<file path="config.mk">
export PLATFORM = sky130hd
export DESIGN_NAME = tiny_bnn_seq
export DESIGN_NICKNAME = d
export VERILOG_FILES = /design/src/rtl/tiny_bnn_seq.sv
export SDC_FILE = /design/constraint.sdc
export NUM_CORES = 1
export LEC_CHECK = 0
export ABC_AREA = 0
export CAP_MARGIN = 5
export CORE_MARGIN = 3
export CORE_UTILIZATION = 32
export CTS_BUF_LIST = sky130_fd_sc_hd__clkbuf_8
export DETAILED_ROUTE_END_ITERATION = 7
export SETUP_SLACK_MARGIN = 0.5
export SLEW_MARGIN = 20
export SYNTH_ARGS = -nofsm -noshare
export SYNTH_HDL_FRONTEND = slang
export SYNTH_SLANG_ARGS = --single-unit
</file>
<file path="constraint.sdc">
create_clock -name clk -period 7.1 [get_ports clk]
set_input_delay 1.42 -clock clk [delete_from_list [all_inputs] [get_ports clk]]
set_output_delay 1.42 -clock clk [all_outputs]
set_load 0.05 [all_outputs]
</file>
<file path="src/rtl/tiny_bnn_seq.sv">
// Tiny sequential binarized neural network.
// One hidden layer and one output layer of XNOR/popcount neurons. All
// weights and thresholds sit in a single serial scan chain. One neuron is
// evaluated per clock: hidden neurons first, then output neurons.
module tiny_bnn_seq #(
  parameter int INPUTS  = 8,
  parameter int HIDDEN  = 10,
  parameter int OUTPUTS = 8,
  // Derived sizes. They are parameters only so that the x_sel port width
  // can use them; do not override them.
  parameter int NB = INPUTS / 4,
  parameter int SW = (NB > 1) ? $clog2(NB) : 1
) (
  input  logic               clk,
  input  logic               rst_n,
  input  logic               setup,
  input  logic               param_in,
  output logic               param_out,
  input  logic [3:0]         x_in,
  input  logic [SW-1:0]      x_sel,
  input  logic               x_we,
  input  logic               start,
  output logic               busy,
  output logic               out_valid,
  output logic [OUTPUTS-1:0] y
);

  localparam int TH   = $clog2(INPUTS + 1);
  localparam int TO   = $clog2(HIDDEN + 1);
  localparam int PH   = INPUTS + TH;
  localparam int PO   = HIDDEN + TO;
  localparam int L    = HIDDEN * PH + OUTPUTS * PO;
  localparam int OB   = HIDDEN * PH;
  localparam int CMAX = (HIDDEN > OUTPUTS) ? HIDDEN : OUTPUTS;
  localparam int CW   = (CMAX > 1) ? $clog2(CMAX) : 1;

  typedef enum logic [1:0] {
    IDLE = 2'd0,
    HID  = 2'd1,
    OUT  = 2'd2
  } state_t;

  // Hidden-layer popcount. TH bits are enough to hold the value INPUTS.
  function automatic logic [TH-1:0] pop_h(input logic [INPUTS-1:0] v);
    logic [TH-1:0] acc;
    acc = '0;
    for (int i = 0; i < INPUTS; i++) begin
      acc = acc + TH'(v[i]);
    end
    return acc;
  endfunction

  // Output-layer popcount. TO bits are enough to hold the value HIDDEN.
  function automatic logic [TO-1:0] pop_o(input logic [HIDDEN-1:0] v);
    logic [TO-1:0] acc;
    acc = '0;
    for (int i = 0; i < HIDDEN; i++) begin
      acc = acc + TO'(v[i]);
    end
    return acc;
  endfunction

  logic [L-1:0]       chain_q, chain_d;
  logic [INPUTS-1:0]  x_q, x_d;
  logic [HIDDEN-1:0]  hid_q, hid_d;
  logic [OUTPUTS-1:0] shd_q, shd_d;
  logic [OUTPUTS-1:0] y_q, y_d;
  logic               valid_q, valid_d;
  logic [CW-1:0]      cnt_q, cnt_d;
  state_t             state_q, state_d;

  logic [INPUTS-1:0]  hw_s;
  logic [TH-1:0]      ht_s;
  logic [HIDDEN-1:0]  ow_s;
  logic [TO-1:0]      ot_s;
  logic               hid_fire_s;
  logic               out_fire_s;

  assign param_out = chain_q[L-1];
  assign busy      = (state_q == HID) || (state_q == OUT);
  assign out_valid = valid_q;
  assign y         = y_q;

  // Select the parameters of the neuron addressed by cnt and compute its fire bit.
  always_comb begin
    hw_s = '0;
    ht_s = '0;
    ow_s = '0;
    ot_s = '0;
    for (int h = 0; h < HIDDEN; h++) begin
      if (cnt_q == CW'(h)) begin
        hw_s = chain_q[h*PH +: INPUTS];
        ht_s = chain_q[h*PH + INPUTS +: TH];
      end else begin
        hw_s = hw_s;
      end
    end
    for (int o = 0; o < OUTPUTS; o++) begin
      if (cnt_q == CW'(o)) begin
        ow_s = chain_q[OB + o*PO +: HIDDEN];
        ot_s = chain_q[OB + o*PO + HIDDEN +: TO];
      end else begin
        ow_s = ow_s;
      end
    end
    hid_fire_s = (pop_h(~(hw_s ^ x_q)) >= ht_s);
    out_fire_s = (pop_o(~(ow_s ^ hid_q)) >= ot_s);
  end

  // Next-state logic: setup mode overrides everything, otherwise run the FSM.
  always_comb begin
    chain_d = chain_q;
    x_d     = x_q;
    hid_d   = hid_q;
    shd_d   = shd_q;
    y_d     = y_q;
    valid_d = valid_q;
    cnt_d   = cnt_q;
    state_d = state_q;

    if (setup) begin
      chain_d = {chain_q[L-2:0], param_in};
      x_d     = '0;
      valid_d = 1'b0;
      cnt_d   = '0;
      state_d = IDLE;
    end else begin
      case (state_q)
        IDLE: begin
          if (x_we) begin
            for (int n = 0; n < NB; n++) begin
              if (x_sel == SW'(n)) begin
                x_d[4*n +: 4] = x_in;
              end else begin
                x_d[4*n +: 4] = x_q[4*n +: 4];
              end
            end
          end else begin
            x_d = x_q;
          end
          if (start) begin
            state_d = HID;
            cnt_d   = '0;
            valid_d = 1'b0;
          end else begin
            state_d = IDLE;
          end
        end
        HID: begin
          for (int h = 0; h < HIDDEN; h++) begin
            if (cnt_q == CW'(h)) begin
              hid_d[h] = hid_fire_s;
            end else begin
              hid_d[h] = hid_q[h];
            end
          end
          if (cnt_q == CW'(HIDDEN - 1)) begin
            state_d = OUT;
            cnt_d   = '0;
          end else begin
            cnt_d = cnt_q + CW'(1);
          end
        end
        OUT: begin
          for (int o = 0; o < OUTPUTS; o++) begin
            if (cnt_q == CW'(o)) begin
              shd_d[o] = out_fire_s;
            end else begin
              shd_d[o] = shd_q[o];
            end
          end
          if (cnt_q == CW'(OUTPUTS - 1)) begin
            state_d = IDLE;
            cnt_d   = '0;
            y_d     = shd_d;
            valid_d = 1'b1;
          end else begin
            cnt_d = cnt_q + CW'(1);
          end
        end
        default: begin
          state_d = IDLE;
          cnt_d   = '0;
        end
      endcase
    end
  end

  // State registers with asynchronous active-low reset.
  always_ff @(posedge clk or negedge rst_n) begin
    if (!rst_n) begin
      chain_q <= '0;
      x_q     <= '0;
      hid_q   <= '0;
      shd_q   <= '0;
      y_q     <= '0;
      valid_q <= 1'b0;
      cnt_q   <= '0;
      state_q <= IDLE;
    end else begin
      chain_q <= chain_d;
      x_q     <= x_d;
      hid_q   <= hid_d;
      shd_q   <= shd_d;
      y_q     <= y_d;
      valid_q <= valid_d;
      cnt_q   <= cnt_d;
      state_q <= state_d;
    end
  end

endmodule
</file>
==> results.md <==
- Vias per Instance: 5.23
- Maxcap violations: 0
- Crit path largest cell delay: 600 ps
- Post-Syn Area: 13400 sq um
- Post-synth top area share: 50.9%
- Final hold viol count: 0
- Area growth, synth to finish: 11.4%
- Yosys top cell by area: dfrtp_1
- Pwr dens: 266 nW/um^2
- Slew Viols, Final: 0
- Vias in the first global route: 8900
- VDD IR max: 0.183 mV
- Routed WL per cell: 18.5 um
- Post CTS Setup Buffer Count: 0
- Critical path arrival: 6620 ps
- I/O Pins: 22
- Fmax achieved: 162 MHz
- Unrepaired setup endpoints after global routing: no
- Hold Crit Start: y[0]
- Final wirelength: 31000 um
- Synthesis Warnings: 0
- R2R depth: 19
- DR vias: 8771
- CTS tree: yes
- Post-synth EDFFs: 0
- Main combinational cell family by area after synthesis: multiplexers
- Die width: 210 um
- Hold Buf Count CTS: 0
- Top FF cell, synth: dfrtp_1
- R2r startpoint: cnt_q[0]
- Synth Area in XOR/XNOR: 1.31%
- Critical path class: reg -> reg
- Dpl hpwl: 19800 um
- Inserted Diodes: 0
- Dpl cells: 1597
- Main area contributors after synthesis: dfrtp_1, mux2_2, a21oi_1
- Final net count: 1152
- Post-Synthesis Cells: 1112
- Worst slew margin: 20.3%
- Crit. Startpoint: cnt_q[0]
- Initial Util: 32.5%
- Port buffer count: 21
- Count of routing violations after the opening detailed-route iteration: 678
- Synth cell types: 50
- Synth Net Count: 1153
- GRT overflow: 0
- Tightest Pin Transition: 1200 ps
- Row cnt: 74
- Hold Path End: y[0]
- Core area: 41100 sq um
- DRC violations left: 0
- Die area: 44300 sq um
- Tmin final: 6170 ps
- Die Y: 210 um
- Tot GR Track Use: 13.9%
- LEAKAGE: 0.00693 uW
- Final ANT Viol Nets: 0
- Critical Path RT: 7550 ps
- Critical-path top delay cell: ha_2
- Worst R2R End: shd_q[6]
- Share of cells above drive strength 1: 29.5%
- R2r setup slk: 930 ps
- Mux contribution to synthesized area: 21.8%
- Critical path capture point type: flop
- CTS sink cnt: 272
- Clock latency on the worst-skew pair: 580 ps
- Cell Chain, Critical Path: inv_1 > ha_2 > inv_1 > o21ai_0 > o32ai_1 > a222oi_1 > xor2_1 > fa_1 > inv_1 > fa_1 > fa_1 > inv_1 > ha_1 > fa_1 > xor2_1 > ha_1 > a2111oi_0 > nor3_2 > mux2_2
- Async SR Flop Fraction: 100%
- Largest net degree at the start of global routing: 200
- Seq cells post-synth: 272
- Simple-gate share of the synthesized area: 6.32%
- Worst-path clk slew: 60 ps
- Post-route clock period utilization: 86.8%
- Crit start category: flop
- Complex-gate fraction of the synthesized area: 12.6%
- CTS resizes: 0
- Post-Synth Adder-Cell Area: 3.37%
- Detailed Routing Iterations Pass 1: 5
- Status: completed
- Clock root buffer: clkbuf_8
- Bufs on Longest Clock Path: 3
- Clock buffers created by TritonCTS: 44
- Count leader, synth: dfrtp_1
- Hold Path Class: reg -> reg
- Top cells by count, synth: dfrtp_1, mux2_2, nand2_1
- Setup TNS: 0 ps
- Fin cells: 1676
- H-Tree Depth: 2
- Hold depth: 2
- Gpl congestion: 0.834
- Syn Area/Cell: 12.0 sq um
- Worst Clk Skew: 24.0 ps
- Worst-path maximum fanout: 25
- Initial antenna violation count: 0
- Sequential-to-total area share from yosys stat: 50.9%
- First-pass GRT wire length: 50200 um
- Final setup violation count: 0
placed cells by master, fill, tap and decap left out, types with 9 or more instances in the layout:
cell type and count:
o22a_1 9, o32ai_1 9, nor3_1 16, nand3b_1 9, inv_1 47, o31ai_1 11, a21o_1 10, buf_4 14
a221oi_2 9, o22ai_1 18, clkdlybuf4s50_1 19, mux2_2 241, mux2i_1 19, a21oi_1 53, o21ai_0 49, clkbuf_8 52
a222oi_1 13, ha_1 17, fa_1 10, nand3_1 13, xor2_1 13, dfrtp_1 272, a221oi_1 9, nor2_1 38
nand2_1 57, o21a_1 13, nor2b_1 17
stage by stage:
stage | instance area, sq um | hold WS, ps | total power, uW | utilization (%) | setup slack [ps]
final | 14900 | 479 | 3960 | 36.3 | 934
after global routing | 14900 | 509 | 4230 | 36.3 | 509
after CTS | 14900 | 490 | 4000 | 36.2 | 654
after detailed placement | 14000 | 474 | 2630 | 34.1 | 674
after global placement | 14000 | 464 | 2600 | 34.1 | 816
after floorplan | 13400 | 453 | 2390 | - | 1690
how the worst max path moves through the flow:
stage                     cells past startpoint        to  slack (ps)
after floorplan                              22  shd_q[0]        1690
after global placement                       20  hid_q[2]         820
after detailed placement                     20      y[4]         670
after CTS                                    20      y[4]         650
final                                        19  shd_q[6]         930
after global routing                         20  hid_q[4]         510
routing by layer:
metal | vias to the layer above | global-route usage [%] | part of all wire [%]
met5 | - | 0 | 0
met4 | 0 | 3.76 | 2.2
met3 | 53 | 2.98 | 4.8
met2 | 180 | 22.1 | 46
met1 | 4477 | 19.5 | 47
li1 | 4061 | - | -
worst max-delay path, delay by kind of cell, from the launching register on:
family / cells / cell delay [ps]
and+or+nand+nor: 1 / 210
DFF: 1 / 440
adders and majority gates: 7 / 2940
muxes: 1 / 310
AOI/OAI and AO/OA: 4 / 1240
xor gates and xnor gates: 2 / 330
buffers and inverters: 4 / 540
power by group:
group | internal (uW) | switching [uW]
Combinational | 371 | 438
Clock | 705 | 642
Sequential | 1690 | 112
area by class of cell:
type                       count  area, sq um
tap                          532          666
clock buffer                  52          716
fill                        4071        26200
inverter                      27          101
multi-input combinational    728         6100
sequential                   272         6810
clock inverter                27          146
timing repair buffer          38          377
cells by family (layout without fill, tap and decap cells):
group           after synthesis  after routing
simple gates                174            174
xor+xnor                     20             20
mux                         261            261
flops                       272            272
buf+inv                     112            144
compound gates              243            243
fa+ha+maj                    30             30
sequential cells by signal (all words and copies together), names as in the netlist:
| signal | cells |
|---|---|
| x_q | 8 |
| state_q | 2 |
| chain_q | 232 |
| cnt_q | 4 |
| hid_q | 10 |
| out_valid | 1 |
| y | 8 |
| shd_q | 7 |
(Power assumes the default switching activity.)
